--- src/rtl/seq_ctrl_team1_pkg.sv ---
// Shared constants and state type for the sequence/timing controller.
package seq_pkg_team1;
  localparam int SC_WIDTH = 4;
  localparam int OP_WIDTH = 3;
  localparam int T_W      = 1 << SC_WIDTH;
  localparam int D_W      = 1 << OP_WIDTH;
  localparam int T_DECODE = 2;
  localparam int SC_MAX   = 15;
  localparam int OP_MSB   = 14;
  localparam int OP_LSB   = 12;
  localparam int I_BIT    = 15;

  typedef enum logic [1:0] {
    ST_IDLE    = 2'd0,
    ST_RUN     = 2'd1,
    ST_TIMEOUT = 2'd2
  } seq_state_e;
endpackage

--- src/rtl/seq_ctrl_team1_if.sv ---
// Control-side bundle between the IR/control logic and the sequence controller.
// No handshake: START/HLT/CLR_SC are levels sampled on every rising edge; T/D/I/SC/RUN/TIMEOUT are always valid.
interface seq_ctrl_team1_if;
  import seq_pkg_team1::*;
  logic                START;
  logic                HLT;
  logic                CLR_SC;
  logic [15:0]         in_IR;
  logic [T_W-1:0]      T;
  logic [D_W-1:0]      D;
  logic                I;
  logic [SC_WIDTH-1:0] SC;
  logic                RUN;
  logic                TIMEOUT;
  seq_state_e          state;

  modport master (output START, HLT, CLR_SC, in_IR,
                  input  T, D, I, SC, RUN, TIMEOUT, state);
  modport slave  (input  START, HLT, CLR_SC, in_IR,
                  output T, D, I, SC, RUN, TIMEOUT, state);
endinterface

--- src/rtl/onehot_dec_team1.sv ---
// Combinational binary-to-one-hot decoder; output is all-zero when en is low.
module onehot_dec_team1 #(
  parameter int IN_W = 3
) (
  input  logic [IN_W-1:0]      sel,
  input  logic                 en,
  output logic [(1<<IN_W)-1:0] y
);
  always_comb begin
    y = '0;
    if (en) y[sel] = 1'b1;
  end
endmodule

--- src/rtl/seq_ctrl_team1.sv ---
// Timing (T) and decoded-opcode (D) generator for the processor control path.
// Define SEQ_TIMEOUT_EN to stop with a sticky TIMEOUT on SC overrun instead of wrapping.
module seq_ctrl_team1
  import seq_pkg_team1::*;
(
  input  logic              clk,
  input  logic              CLR_GLOBAL,
  seq_ctrl_team1_if.slave   bus
);
  seq_state_e          state_q;
  logic [SC_WIDTH-1:0] sc_q;
  logic [D_W-1:0]      d_q;
  logic                i_q;
  logic [D_W-1:0]      op_onehot;
  logic                run;
  logic                unused_ir;

  assign run       = (state_q == ST_RUN);
  assign unused_ir = ^bus.in_IR[OP_LSB-1:0];

  onehot_dec_team1 #(.IN_W(SC_WIDTH)) u_t_dec (
    .sel (sc_q),
    .en  (run),
    .y   (bus.T)
  );

  onehot_dec_team1 #(.IN_W(OP_WIDTH)) u_op_dec (
    .sel (bus.in_IR[OP_MSB:OP_LSB]),
    .en  (1'b1),
    .y   (op_onehot)
  );

  // Priority: reset > halt > end-of-instruction > start > step.
  always_ff @(posedge clk) begin
    if (CLR_GLOBAL) begin
      state_q <= ST_IDLE;
      sc_q    <= '0;
      d_q     <= '0;
      i_q     <= 1'b0;
    end else if (bus.HLT) begin
      sc_q <= '0;
      if (state_q == ST_RUN) state_q <= ST_IDLE;
    end else if (bus.CLR_SC && run) begin
      sc_q <= '0;
      d_q  <= '0;
    end else if (bus.START && state_q == ST_IDLE) begin
      state_q <= ST_RUN;
      sc_q    <= '0;
    end else if (run) begin
      if (sc_q == SC_WIDTH'(T_DECODE)) begin
        d_q <= op_onehot;
        i_q <= bus.in_IR[I_BIT];
      end
`ifdef SEQ_TIMEOUT_EN
      if (sc_q == SC_WIDTH'(SC_MAX)) begin
        state_q <= ST_TIMEOUT;
        sc_q    <= '0;
      end else begin
        sc_q <= sc_q + 1'b1;
      end
`else
      sc_q <= sc_q + 1'b1;
`endif
    end
  end

  assign bus.D     = d_q;
  assign bus.I     = i_q;
  assign bus.SC    = sc_q;
  assign bus.RUN   = run;
  assign bus.state = state_q;
`ifdef SEQ_TIMEOUT_EN
  assign bus.TIMEOUT = (state_q == ST_TIMEOUT);
`else
  assign bus.TIMEOUT = 1'b0;
`endif
endmodule

--- src/flat_wrapper.sv ---
// flat-port wrapper written by rule: the top's interface ports become plain ports
module seq_ctrl_team1_flat import seq_pkg_team1::*;
  (clk, CLR_GLOBAL, bus_START, bus_HLT, bus_CLR_SC, bus_in_IR, bus_T, bus_D, bus_I, bus_SC, bus_RUN, bus_TIMEOUT, bus_state);
  seq_ctrl_team1_if bus_i ();
  input  logic clk;
  input  logic CLR_GLOBAL;
  input wire logic [$bits(bus_i.START)-1:0] bus_START;
  input wire logic [$bits(bus_i.HLT)-1:0] bus_HLT;
  input wire logic [$bits(bus_i.CLR_SC)-1:0] bus_CLR_SC;
  input wire logic [$bits(bus_i.in_IR)-1:0] bus_in_IR;
  output wire logic [$bits(bus_i.T)-1:0] bus_T;
  output wire logic [$bits(bus_i.D)-1:0] bus_D;
  output wire logic [$bits(bus_i.I)-1:0] bus_I;
  output wire logic [$bits(bus_i.SC)-1:0] bus_SC;
  output wire logic [$bits(bus_i.RUN)-1:0] bus_RUN;
  output wire logic [$bits(bus_i.TIMEOUT)-1:0] bus_TIMEOUT;
  output wire logic [$bits(bus_i.state)-1:0] bus_state;
  assign bus_i.START = bus_START;
  assign bus_i.HLT = bus_HLT;
  assign bus_i.CLR_SC = bus_CLR_SC;
  assign bus_i.in_IR = bus_in_IR;
  assign bus_T = bus_i.T;
  assign bus_D = bus_i.D;
  assign bus_I = bus_i.I;
  assign bus_SC = bus_i.SC;
  assign bus_RUN = bus_i.RUN;
  assign bus_TIMEOUT = bus_i.TIMEOUT;
  assign bus_state = bus_i.state;
  seq_ctrl_team1 u_core (.clk(clk), .CLR_GLOBAL(CLR_GLOBAL), .bus(bus_i));
endmodule
--- config.mk ---
export PLATFORM = sky130hd
export DESIGN_NAME = seq_ctrl_team1_flat
export DESIGN_NICKNAME = d
export VERILOG_FILES = /design/src/rtl/seq_ctrl_team1_pkg.sv /design/src/rtl/seq_ctrl_team1_if.sv /design/src/rtl/onehot_dec_team1.sv /design/src/rtl/seq_ctrl_team1.sv /design/src/flat_wrapper.sv
export SDC_FILE = /design/constraint.sdc
export NUM_CORES = 1
export LEC_CHECK = 0
export ABC_CLOCK_PERIOD_IN_PS = 4250
export CORE_MARGIN = 2
export CORE_UTILIZATION = 37
export CTS_CLUSTER_DIAMETER = 50
export CTS_CLUSTER_SIZE = 16
export DETAILED_ROUTE_END_ITERATION = 12
export GPL_TIMING_DRIVEN = 0
export PLACE_DENSITY = 0.95
export SETUP_SLACK_MARGIN = 0.1
export SKIP_CTS_REPAIR_TIMING = 1
export SYNTH_ARGS = -nofsm -noshare
export SYNTH_HDL_FRONTEND = slang
export SYNTH_HIERARCHICAL = 1
export SYNTH_SLANG_ARGS = --single-unit
--- constraint.sdc ---
create_clock -name clk -period 4.25 [get_ports clk]
set_input_delay 0.85 -clock clk [delete_from_list [all_inputs] [get_ports clk]]
set_output_delay 0.85 -clock clk [all_outputs]
set_load 0.01 [all_outputs]
== Word level (Yosys, flattened, before mapping) ==
Index checks and enable logic that the tools add are counted.
Storage, ports and cells
  bits of input ports: 21
  flip-flop bits (word level): 15
  word-level logic and storage cells: 42
Operators by class
  muxes and demuxes: 13
  reductions and logical operators: 12
  equality and inequality tests: 5
  order comparisons: 4
  bitwise gates (word level): 3
  add/subtract/negate cells: 1
Operators with widths (number)
  $mux 8: 4
  $mux 16: 1
  $mux 2: 4
  $reduce_bool 2->1: 3
  $lt 4x5->1 const B: 1
  $reduce_and 5->1: 1
  $add 4x1->4 const B: 1
  $demux 1 s4: 1
  $eq 4x2->1 const B: 1
  $ge 4x1->1 const B: 1
  $logic_and 1x1->1: 4
  $lt 3x4->1 const B: 1
  $ne 2x1->1 const B: 2
  $reduce_and 4->1: 1
  $reduce_or 4->1: 1
  $demux 1 s3: 1
  $ge 3x1->1 const B: 1
  $not 1->1: 3
  $reduce_and 3->1: 1
  $eq 2x1->1 const B: 1
  $logic_not 2->1: 1
  $mux 1: 2
  $ne 2x2->1 const B: 1

== Longest topological paths before layout ==
Gate-level depths: netlist of the first run.
  depth after elaboration: 8
  mapped depth: 5
  depth with buffers taken out: 5

== Modules after synthesis ==
The synthesis of the first run kept the hierarchy.
Modules (own cells, without submodules)
  seq_ctrl_team1: area an instance 575.6 um2, times used 1, cells an instance 55
  onehot_dec_team1 (u_core.u_t_dec): area an instance 117.6 um2, times used 1, cells an instance 23
  onehot_dec_team1 (u_core.u_op_dec): area an instance 95.1 um2, times used 1, cells an instance 8

== Least setup slack after synthesis of the first run ==
Ideal clock, no wire load.
  kind: register -> output
  start: reg u_core.state_q[0] (netlist: u_core/bus.state[0])
  end: out bus_T[1]
  required time: 3.400 ns
  setup slack: 2.360 ns
  buffers on the path: 0
  arrival: 1.040 ns
  cell stages (with the launch flop): 3
  cell sequence: dfxtp_1 or3b_4 nor2_1
On the way
  cells in the longest elaborated chain, start to end: 2
Ends and longest elaborated chain
  start: declaration: line seq_ctrl_team1.sv:10  | seq_state_e state_q;
  start signal: assignment: line seq_ctrl_team1.sv:36  | state_q <= ST_IDLE;
  start signal: assignment: line seq_ctrl_team1.sv:42  | if (state_q == ST_RUN) state_q <= ST_IDLE;
  start signal: assignment: line seq_ctrl_team1.sv:47  | state_q <= ST_RUN;
  $eq 2x1->1: line seq_ctrl_team1.sv:18  | assign run = (state_q == ST_RUN);
  $mux 16: line onehot_dec_team1.sv:11  | if (en) y[sel] = 1'b1;
  end: declaration: line flat_wrapper.sv:11  | output wire logic [$bits(bus_i.T)-1:0] bus_T;
Every way passes these cells.

== Worst setup path after layout of the first run ==
  start: reg u_core.state_q[0] (netlist: u_core/bus.state[0])
  end: out bus_T[3]
The elaborated chain is that of the path after synthesis.

==> results.yml, run 1 <==
placed_design:
  port_buffers: 39
  routabilityCongestion: 0.758
  placed_cells: 160
  post-dp-hpwl_um: 1690
die:
  ios: 54
  die_w_um: 50.2
  fp.dieH_um: 50.2
  core.rowCount: 16
  dieArea_mm2: 0.00252
  core_area_mm2: 0.00198
  initial_core_util: 0.398
cts:
  cts_tree: "yes"
  cts_buffers: 3
  cts_root_buf: "clkbuf_4"
  cts.sinks: 14
  path_clk_slew_ns: 0.09
  cts_buffer_depth: 2
  clock_latency_ns: 0.28
  htree_levels: 1
synthesis:
  synth_top_area_frac: 0.356
  synth_seq_area_share: 0.356
  ys_ff_latch: 14
  synth_top_area_cell: "dfxtp_1"
  synth.area.top_cells: "dfxtp_1 36%, nor2_1 9.0%, a22o_1 8.9%"
  syn_area_per_cell_um2: 9.17
  yosys.cell_types.count: 32
  ys_warn_count: 6
  netlist_area_um2: 788
  synth_cells: 86
setup_path:
  slowest_delay_ns: 0.55
  path_cells: "or3b_4 -> nor2_1 -> clkdlybuf4s50_1"
  end_kind: "output port"
  critPathMaxFanout: 7
  crit_type: "flip-flop to output port"
  cpLargestDelayFamily: "simple AND/OR/NAND/NOR gates"
  arrival_ns: 1.81
  start_kind: "flip-flop"
  cp_slowest_cell: "clkdlybuf4s50_1"
  crit_required_ns: 3.40
  critPathBufInv: 1
finish:
  postLayoutCoreUtil: 0.645
  stdcell_count: 164
  nets: 161
  n_antenna_cell: 0
  area.growth.synth_to_final_pct: 62.2
  num-fill-cells: 157
  drive_above_1_share: 0.131
sta:
  fmax_mhz: 375
  setup_viol: 0
  period_share: 0.627
  hold_viol_final: 0
  worst_pin_slew_ns: 0.494
  slew_viol_final: 0
  timing.setup.tns_ns: 0
  fin_hold_ws_ns: 0.488
  rsz0062_at_grt: "false"
  relSlewSlack: 0.667
  finalCriticalPeriod_ns: 2.66
  worst_clock_skew_ns: 0.00652
outcome:
  status: "finished, final reports clean"
flow_run:
  cap_viol_max_count: 0
pwr:
  power_density_mw_per_mm2: 205
  power.total_w: 0.000262
  vdd_drop_max_mv: 0.137
  p_leak_nw: 0.480
route:
  wirelength_um: 2210
  dr.pass1.iters: 4
  drc: 0
  drtAntennaViolNets: 0
  dr.first_iter.drc_count: 15
  wl_per_cell_um: 13.5
  via_per_inst: 4.87
  vias: 798
global_route:
  grt_pass1_wl_um: 3510
  grt.overflow.total: 0
  grt_max_degree: 13
  grt_pass1_vias: 811
  antenna_found_initial: 0
  track_usage: 0.179
min_path:
  holdCritPathClass: "flip-flop to flip-flop"
[worst reg2reg max path, delay by kind of cell (launching register included)]
family | cells | cell delay (ns)
flops | 1 | 0.59
simple gates | 2 | 0.93
fa+ha+maj | 1 | 0.24
compound gates | 1 | 0.14
[power by group]
| part | total (W) | internal [W] | switching (W) |
|---|---|---|---|
| clock network | 0.0000958 | 0.0000521 | 0.0000437 |
| registers | 0.000133 | 0.000132 | 0.00000162 |
| logic | 0.0000331 | 0.0000175 | 0.0000156 |
[flip-flops by register name, indices dropped and copies added, names as in the netlist]
signal / flops
u_core/bus.D: 8
u_core/bus.I: 1
u_core/bus.SC: 4
u_core/bus.state: 1
[synthesized netlist by cell type]
library cell and n:
a21oi_1 1, nand3_1 1, or3b_4 2, nor3_2 1, xor2_1 2, nand3b_1 2, or4b_1 1, buf_4 3
o21ai_0 1, and4bb_2 1, and4b_1 1, a211oi_1 1, nand2b_1 3, o31ai_1 1, dfxtp_1 14, a22o_2 1
nand4_1 1, buf_2 1, and4_2 1, and4bb_1 2, and4b_2 2, nand2_1 2, ha_1 2, conb_1 2
nor3_1 4, nor2_1 19, xnor2_1 1, nor4b_2 1, nor4_4 1, a22o_1 8, nor2b_1 1, inv_1 2
[routing by layer]
metal	GRT usage	wire [um]	up-vias
met3	0.0327	140	0
met2	0.360	1190	36
li1	-	-	404
met1	0.192	879	358
met4	0.0278	0	0
met5	0	0	-
[kinds of logic after synthesis]
group                    Yosys count  synth area share
AND/OR/NAND/NOR                   46             0.392
flip-flops                        14             0.356
AO/OA/AOI/OAI                     13             0.133
buffers and inverters              6            0.0444
XOR/XNOR                           3            0.0333
adder cells (fa/ha/maj)            2            0.0317
other                              2           0.00953
[path summary, 6_finish.rpt]
check,slack [ns],from,depth (start not counted),to
max,1.59,u_core/bus.state[0],3,bus_T[3]
min,0.49,u_core/bus.D[4],1,u_core/bus.D[4]
max reg2reg,2.30,u_core/bus.SC[1],4,u_core/bus.I
min reg2reg,0.49,u_core/bus.D[4],1,u_core/bus.D[4]
[metrics by stage]
step | worst slack (ns) | instance area (um^2)
2_1_floorplan | 2.36 | 818
3_3_place_gp | 1.92 | 1240
3_5_place_dp | 1.89 | 1240
4_1_cts | 1.57 | 1280
5_1_grt | 1.48 | 1280
6_report | 1.59 | 1280
[placed cells by master, fill, tap and decap left out, types with 2 or more instances in the layout]
| cell type | Yosys | final |
|---|---|---|
| and4bb_1 | 2 | 2 |
| or3b_4 | 2 | 2 |
| inv_1 | 2 | 2 |
| clkbuf_4 | 0 | 3 |
| nand2b_1 | 3 | 3 |
| conb_1 | 2 | 10 |
| and4b_2 | 2 | 2 |
| buf_4 | 3 | 3 |
| nand3b_1 | 2 | 2 |
| xor2_1 | 2 | 2 |
| a22o_1 | 8 | 8 |
| ha_1 | 2 | 2 |
| nor3_1 | 4 | 4 |
| nor2_1 | 19 | 19 |
| nand2_1 | 2 | 2 |
| clkdlybuf4s50_1 | 0 | 39 |
| dfxtp_1 | 14 | 14 |
[cell type report]
| class | instances | area [um^2] | area share |
|---|---|---|---|
| well taps | 27 | 33.8 | 0.0264 |
| plain buffers | 4 | 27.5 | 0.0215 |
| multi-input cells | 74 | 503 | 0.393 |
| inverters | 2 | 7.51 | 0.00587 |
| repair buffers | 39 | 390 | 0.305 |
| flip-flops and latches | 14 | 280 | 0.219 |
| clock buffers | 4 | 36.3 | 0.0284 |
Power figures use the tool's default switching activity.
==> run 2, diff against run 1 <==
- ABC_CLOCK_PERIOD_IN_PS: 4250 -> 2270
- CORE_UTILIZATION: 37 -> 31
- PLACE_DENSITY: 0.95 -> 0.87
- clock period: 4.25 -> 2.27 ns (I/O delays scaled with it)
==> run 2 against run 1 <==
Power increased by 70%. Routed wire length shrank 5.3%. Sequential power grew 87%. Final cell count increased by 1.2%. Count of clock-buffer cells in the layout fell by 1. First-iteration DRC count is 33% lower. Clock power rose by 40%. Largest cell class unchanged. Largest power group unchanged. Highest routed layer unchanged.
==> results.yml, run 2 (synthesized netlist as in run 1, its figures left out) <==
sta:
  hold_viol_final: 0
  worst_clock_skew_ns: 0.00443
  finalCriticalPeriod_ns: 2.06
  period_share: 0.906
  slew_viol_final: 0
  rsz0062_at_grt: "false"
  setup_viol: 0
  worst_pin_slew_ns: 0.498
  timing.setup.tns_ns: 0
  relSlewSlack: 0.666
  fmax_mhz: 486
setup_path:
  cpLargestDelayFamily: "buffers and inverters"
  start_kind: "flip-flop"
  slowest_delay_ns: 0.56
  crit_required_ns: 1.82
  arrival_ns: 1.60
  critPathMaxFanout: 8
  crit_type: "flip-flop to output port"
  cp_slowest_cell: "clkdlybuf4s50_1"
  r2r_setup_slack_ns: 0.57
  critPathBufInv: 1
  path_cells: "nand3b_1 -> nor3_1 -> clkdlybuf4s50_1"
  end_kind: "output port"
global_route:
  grt.overflow.total: 0
  grt_pass1_vias: 709
  grt_max_degree: 13
  antenna_found_initial: 0
  track_usage: 0.149
  grt_pass1_wl_um: 3260
route:
  vias: 798
  wirelength_um: 2090
  drtAntennaViolNets: 0
  via_per_inst: 4.81
  dr.pass1.iters: 4
  dr.first_iter.drc_count: 10
  wl_per_cell_um: 12.6
  drc: 0
cts:
  cts_buffer_depth: 2
  clock_latency_ns: 0.27
  cts_buffers: 3
  cts.sinks: 14
  cts_root_buf: "clkbuf_4"
  htree_levels: 1
  path_clk_slew_ns: 0.08
  cts_tree: "yes"
placed_design:
  placed_cells: 163
  post-dp-hpwl_um: 1580
  port_buffers: 39
  routabilityCongestion: 0.737
finish:
  num-fill-cells: 226
  largest_reg_flops: 8
  multi_input_area_um2: 503
  nets: 161
  seq_area_um2: 289
  drive_above_1_share: 0.162
  layout_common_cells: "34 x clkdlybuf4s50_1, 19 x nor2_1, 10 x conb_1"
  n_antenna_cell: 0
  area.growth.synth_to_final_pct: 63.7
  layout_commonest_cell: "clkdlybuf4s50_1"
  stdcell_count: 166
die:
  core.rowCount: 18
  ios: 54
  die_w_um: 54.4
  fp.dieH_um: 54.4
  dieArea_mm2: 0.00296
  initial_core_util: 0.324
  core_area_mm2: 0.00243
outcome:
  status: "finished, final reports clean"
flow_run:
  cap_viol_max_count: 0
pwr:
  vdd_drop_max_mv: 0.313
  power_density_mw_per_mm2: 345
  p_leak_nw: 0.567
min_path:
  holdCritPathClass: "flip-flop to flip-flop"
[run 2: per-layer routing]
layer,track usage,share of wire,vias to the layer above
met1,0.177,0.43,350
met2,0.265,0.48,43
met3,0.0328,0.091,0
met5,0,0,-
li1,-,-,405
met4,0.0458,0,0
[run 2: worst min-delay path, delay by kind of cell (launching register included)]
family         cells  cell delay [ns]
AO/OA/AOI/OAI      2             0.12
flip-flops         1             0.32
[run 2: power breakdown]
| group | switching, W | total, W | internal, W |
|---|---|---|---|
| logic | 0.0000290 | 0.0000615 | 0.0000325 |
| registers | 0.00000291 | 0.000249 | 0.000246 |
| clock network | 0.0000730 | 0.000134 | 0.0000613 |
[run 2: through the flow]
step	area [um^2]	utilization	hold slack [ns]	power, W	setup slack [ns]
after floorplan	818	-	0.487	0.000284	0.503
after global placement	1250	0.512	0.458	0.000313	0.332
after detailed placement	1250	0.512	0.467	0.000316	0.322
after CTS	1270	0.522	0.481	0.000446	0.0185
after global routing	1290	0.530	0.510	0.000465	0.123
final	1290	0.530	0.478	0.000445	0.213
[run 2: final cells by class]
type	count	area share
Tap cell	30	0.0291
Clock buffer	3	0.0175
Buffer	4	0.0213
Sequential cell	14	0.224
Inverter	2	0.00582
Timing Repair Buffer	39	0.312
Multi-Input combinational cell	74	0.390
[run 2: path summary, 6_finish.rpt]
kind	start	endpoint	depth (start not counted)
hold reg to reg	u_core/bus.I	u_core/bus.I	2
setup reg to reg	u_core/bus.SC[1]	u_core/bus.I	4
hold / removal	u_core/bus.I	u_core/bus.I	2
setup / recovery	u_core/bus.SC[2]	bus_T[8]	3
==> run 3, diff against run 2 <==
- ABC_CLOCK_PERIOD_IN_PS: 2270 -> 2400
- CORE_UTILIZATION: 31 -> 37
- PLACE_DENSITY: 0.87 -> 0.95
- clock period: 2.27 -> 2.4 ns (I/O delays scaled with it)
==> run 3 against run 2 <==
Utilization is 12 points higher. Global-route usage is 3.0 points higher. Sequential share of layout area hardly changed. Sequential power is 5% lower. Critical path depth stayed put. Power is 3.9% higher. Routed wire length is 6.2% higher. Flip-flop and latch count stayed put. Register-to-register slack better by 0.04 ns. Via count is 2.0% higher. Non-clock buffer count stayed put. Worst hold slack better by 0.0089 ns. Critical path type unchanged. Critical endpoint is now bus_T[0]. Largest cell class unchanged.
==> results.yml, run 3 (synthesized netlist as in run 1, its figures left out) <==
outcome:
  status: "finished, final reports clean"
pwr:
  p_leak_nw: 0.483
  power_density_mw_per_mm2: 359
  vdd_drop_max_mv: 0.243
setup_path:
  critPathBufInv: 1
  crit_required_ns: 1.92
  r2r_cells: 4
  start_kind: "flip-flop"
  slowest_delay_ns: 0.55
  end_kind: "output port"
  r2r_start: "u_core/bus.SC[1]"
  crit_type: "flip-flop to output port"
  path_cells: "or3b_4 -> nor3_2 -> clkdlybuf4s50_1"
  arrival_ns: 1.73
  cp_slowest_cell: "clkdlybuf4s50_1"
  r2r-end: "u_core/bus.I"
  cpLargestDelayFamily: "buffers and inverters"
  r2r_setup_slack_ns: 0.61
  critPathMaxFanout: 7
min_path:
  holdCritPathClass: "flip-flop to flip-flop"
  holdCritStartpoint: "u_core/bus.D[4]"
  hold_end: "u_core/bus.D[4]"
  whs_path_depth: 1
finish:
  largest_reg_flops: 8
  postLayoutCoreUtil: 0.650
  seq_area_um2: 289
  layout_common_cells: "39 x clkdlybuf4s50_1, 19 x nor2_1, 10 x conb_1"
  fin_area_mm2: 0.00129
  layout_commonest_cell: "clkdlybuf4s50_1"
  multi_input_area_um2: 503
  num-fill-cells: 157
  area.growth.synth_to_final_pct: 63.3
  n_antenna_cell: 0
  nets: 161
  drive_above_1_share: 0.168
sta:
  finalCriticalPeriod_ns: 2.21
  fmax_mhz: 452
  slew_viol_final: 0
  fin_ws_ns: 0.189
  period_share: 0.921
  fin_hold_ws_ns: 0.487
  rsz0062_at_grt: "false"
  worst_pin_slew_ns: 0.485
  timing.setup.tns_ns: 0
  setup_viol: 0
  hold_viol_final: 0
  worst_clock_skew_ns: 0.00619
  relSlewSlack: 0.673
global_route:
  grt_max_degree: 13
  grt_pass1_wl_um: 3510
  grt_pass1_vias: 811
  antenna_found_initial: 0
  grt.overflow.total: 0
  track_usage: 0.179
flow_run:
  cap_viol_max_count: 0
route:
  drc: 0
  dr.pass1.iters: 4
  dr.first_iter.drc_count: 15
  wl_per_cell_um: 13.5
  drtAntennaViolNets: 0
  wirelength_um: 2220
  vias: 814
  via_per_inst: 4.96
cts:
  cts_buffer_depth: 2
  cts_tree: "yes"
  path_clk_slew_ns: 0.09
  cts_buffers: 3
  htree_levels: 1
  cts_root_buf: "clkbuf_4"
  clock_latency_ns: 0.28
  cts.sinks: 14
placed_design:
  placed_area_mm2: 0.00124
  port_buffers: 39
  post-dp-hpwl_um: 1690
  post-place-ws_ns: 0.409
  routabilityCongestion: 0.758
die:
  ios: 54
  fp.dieH_um: 50.2
  initial_core_util: 0.398
  core_area_mm2: 0.00198
  dieArea_mm2: 0.00252
  die_w_um: 50.2
  core.rowCount: 16
-- run 3: cell types whose count changed in the layout (fill, tap and decap cells not counted) --
cell / before / now
clkbuf_8: 0 / 1
clkdlybuf4s50_1: 34 / 39
dlymetal6s2s_1: 5 / 0
-- run 3: worst register-to-register path, stage by stage (launching register included) --
cell     delay [ns]
dfxtp_2        0.47
ha_1           0.20
or3b_4         0.41
or4b_1         0.51
a21oi_1        0.14
-- run 3: layout make-up --
class | instances | share of cell area
Inverter | 2 | 0.00583
Tap cell | 27 | 0.0262
Sequential cell | 14 | 0.224
Buffer | 4 | 0.0214
Timing Repair Buffer | 39 | 0.303
Multi-Input combinational cell | 74 | 0.391
Clock buffer | 4 | 0.0282
-- run 3: worst max-delay path by stage --
stage,start,end,slack (ns),depth (start not counted)
3_5_place_dp,u_core/bus.state[0],bus_T[3],0.41,3
5_1_grt,u_core/bus.state[0],bus_T[0],0.11,3
6_report,u_core/bus.state[0],bus_T[0],0.19,3
2_1_floorplan,u_core/bus.SC[1],u_core/bus.I,0.63,4
3_3_place_gp,u_core/bus.state[0],bus_T[0],0.44,3
4_1_cts,u_core/bus.state[0],bus_T[3],0.09,3
-- run 3: metal layers --
metal	GRT usage	vias up	routed length (um)
met5	0	-	0
met4	0.0278	0	0
met3	0.0327	0	139
met2	0.360	39	1200
met1	0.192	371	876
li1	-	404	-
-- run 3: report_power, final --
part	leakage [nW]	internal (W)	switching, W
Clock	0.0210	0.0000921	0.0000754
Sequential	0.116	0.000233	0.00000290
Combinational	0.346	0.0000310	0.0000277
Total	0.483	0.000356	0.000106
-- run 3: per-stage QoR --
step | total power [W] | cells
floorplan | 0.000269 | 94
global placement | 0.000296 | 160
detailed placement | 0.000299 | 160
CTS | 0.000464 | 164
global route | 0.000483 | 164
finish | 0.000462 | 164
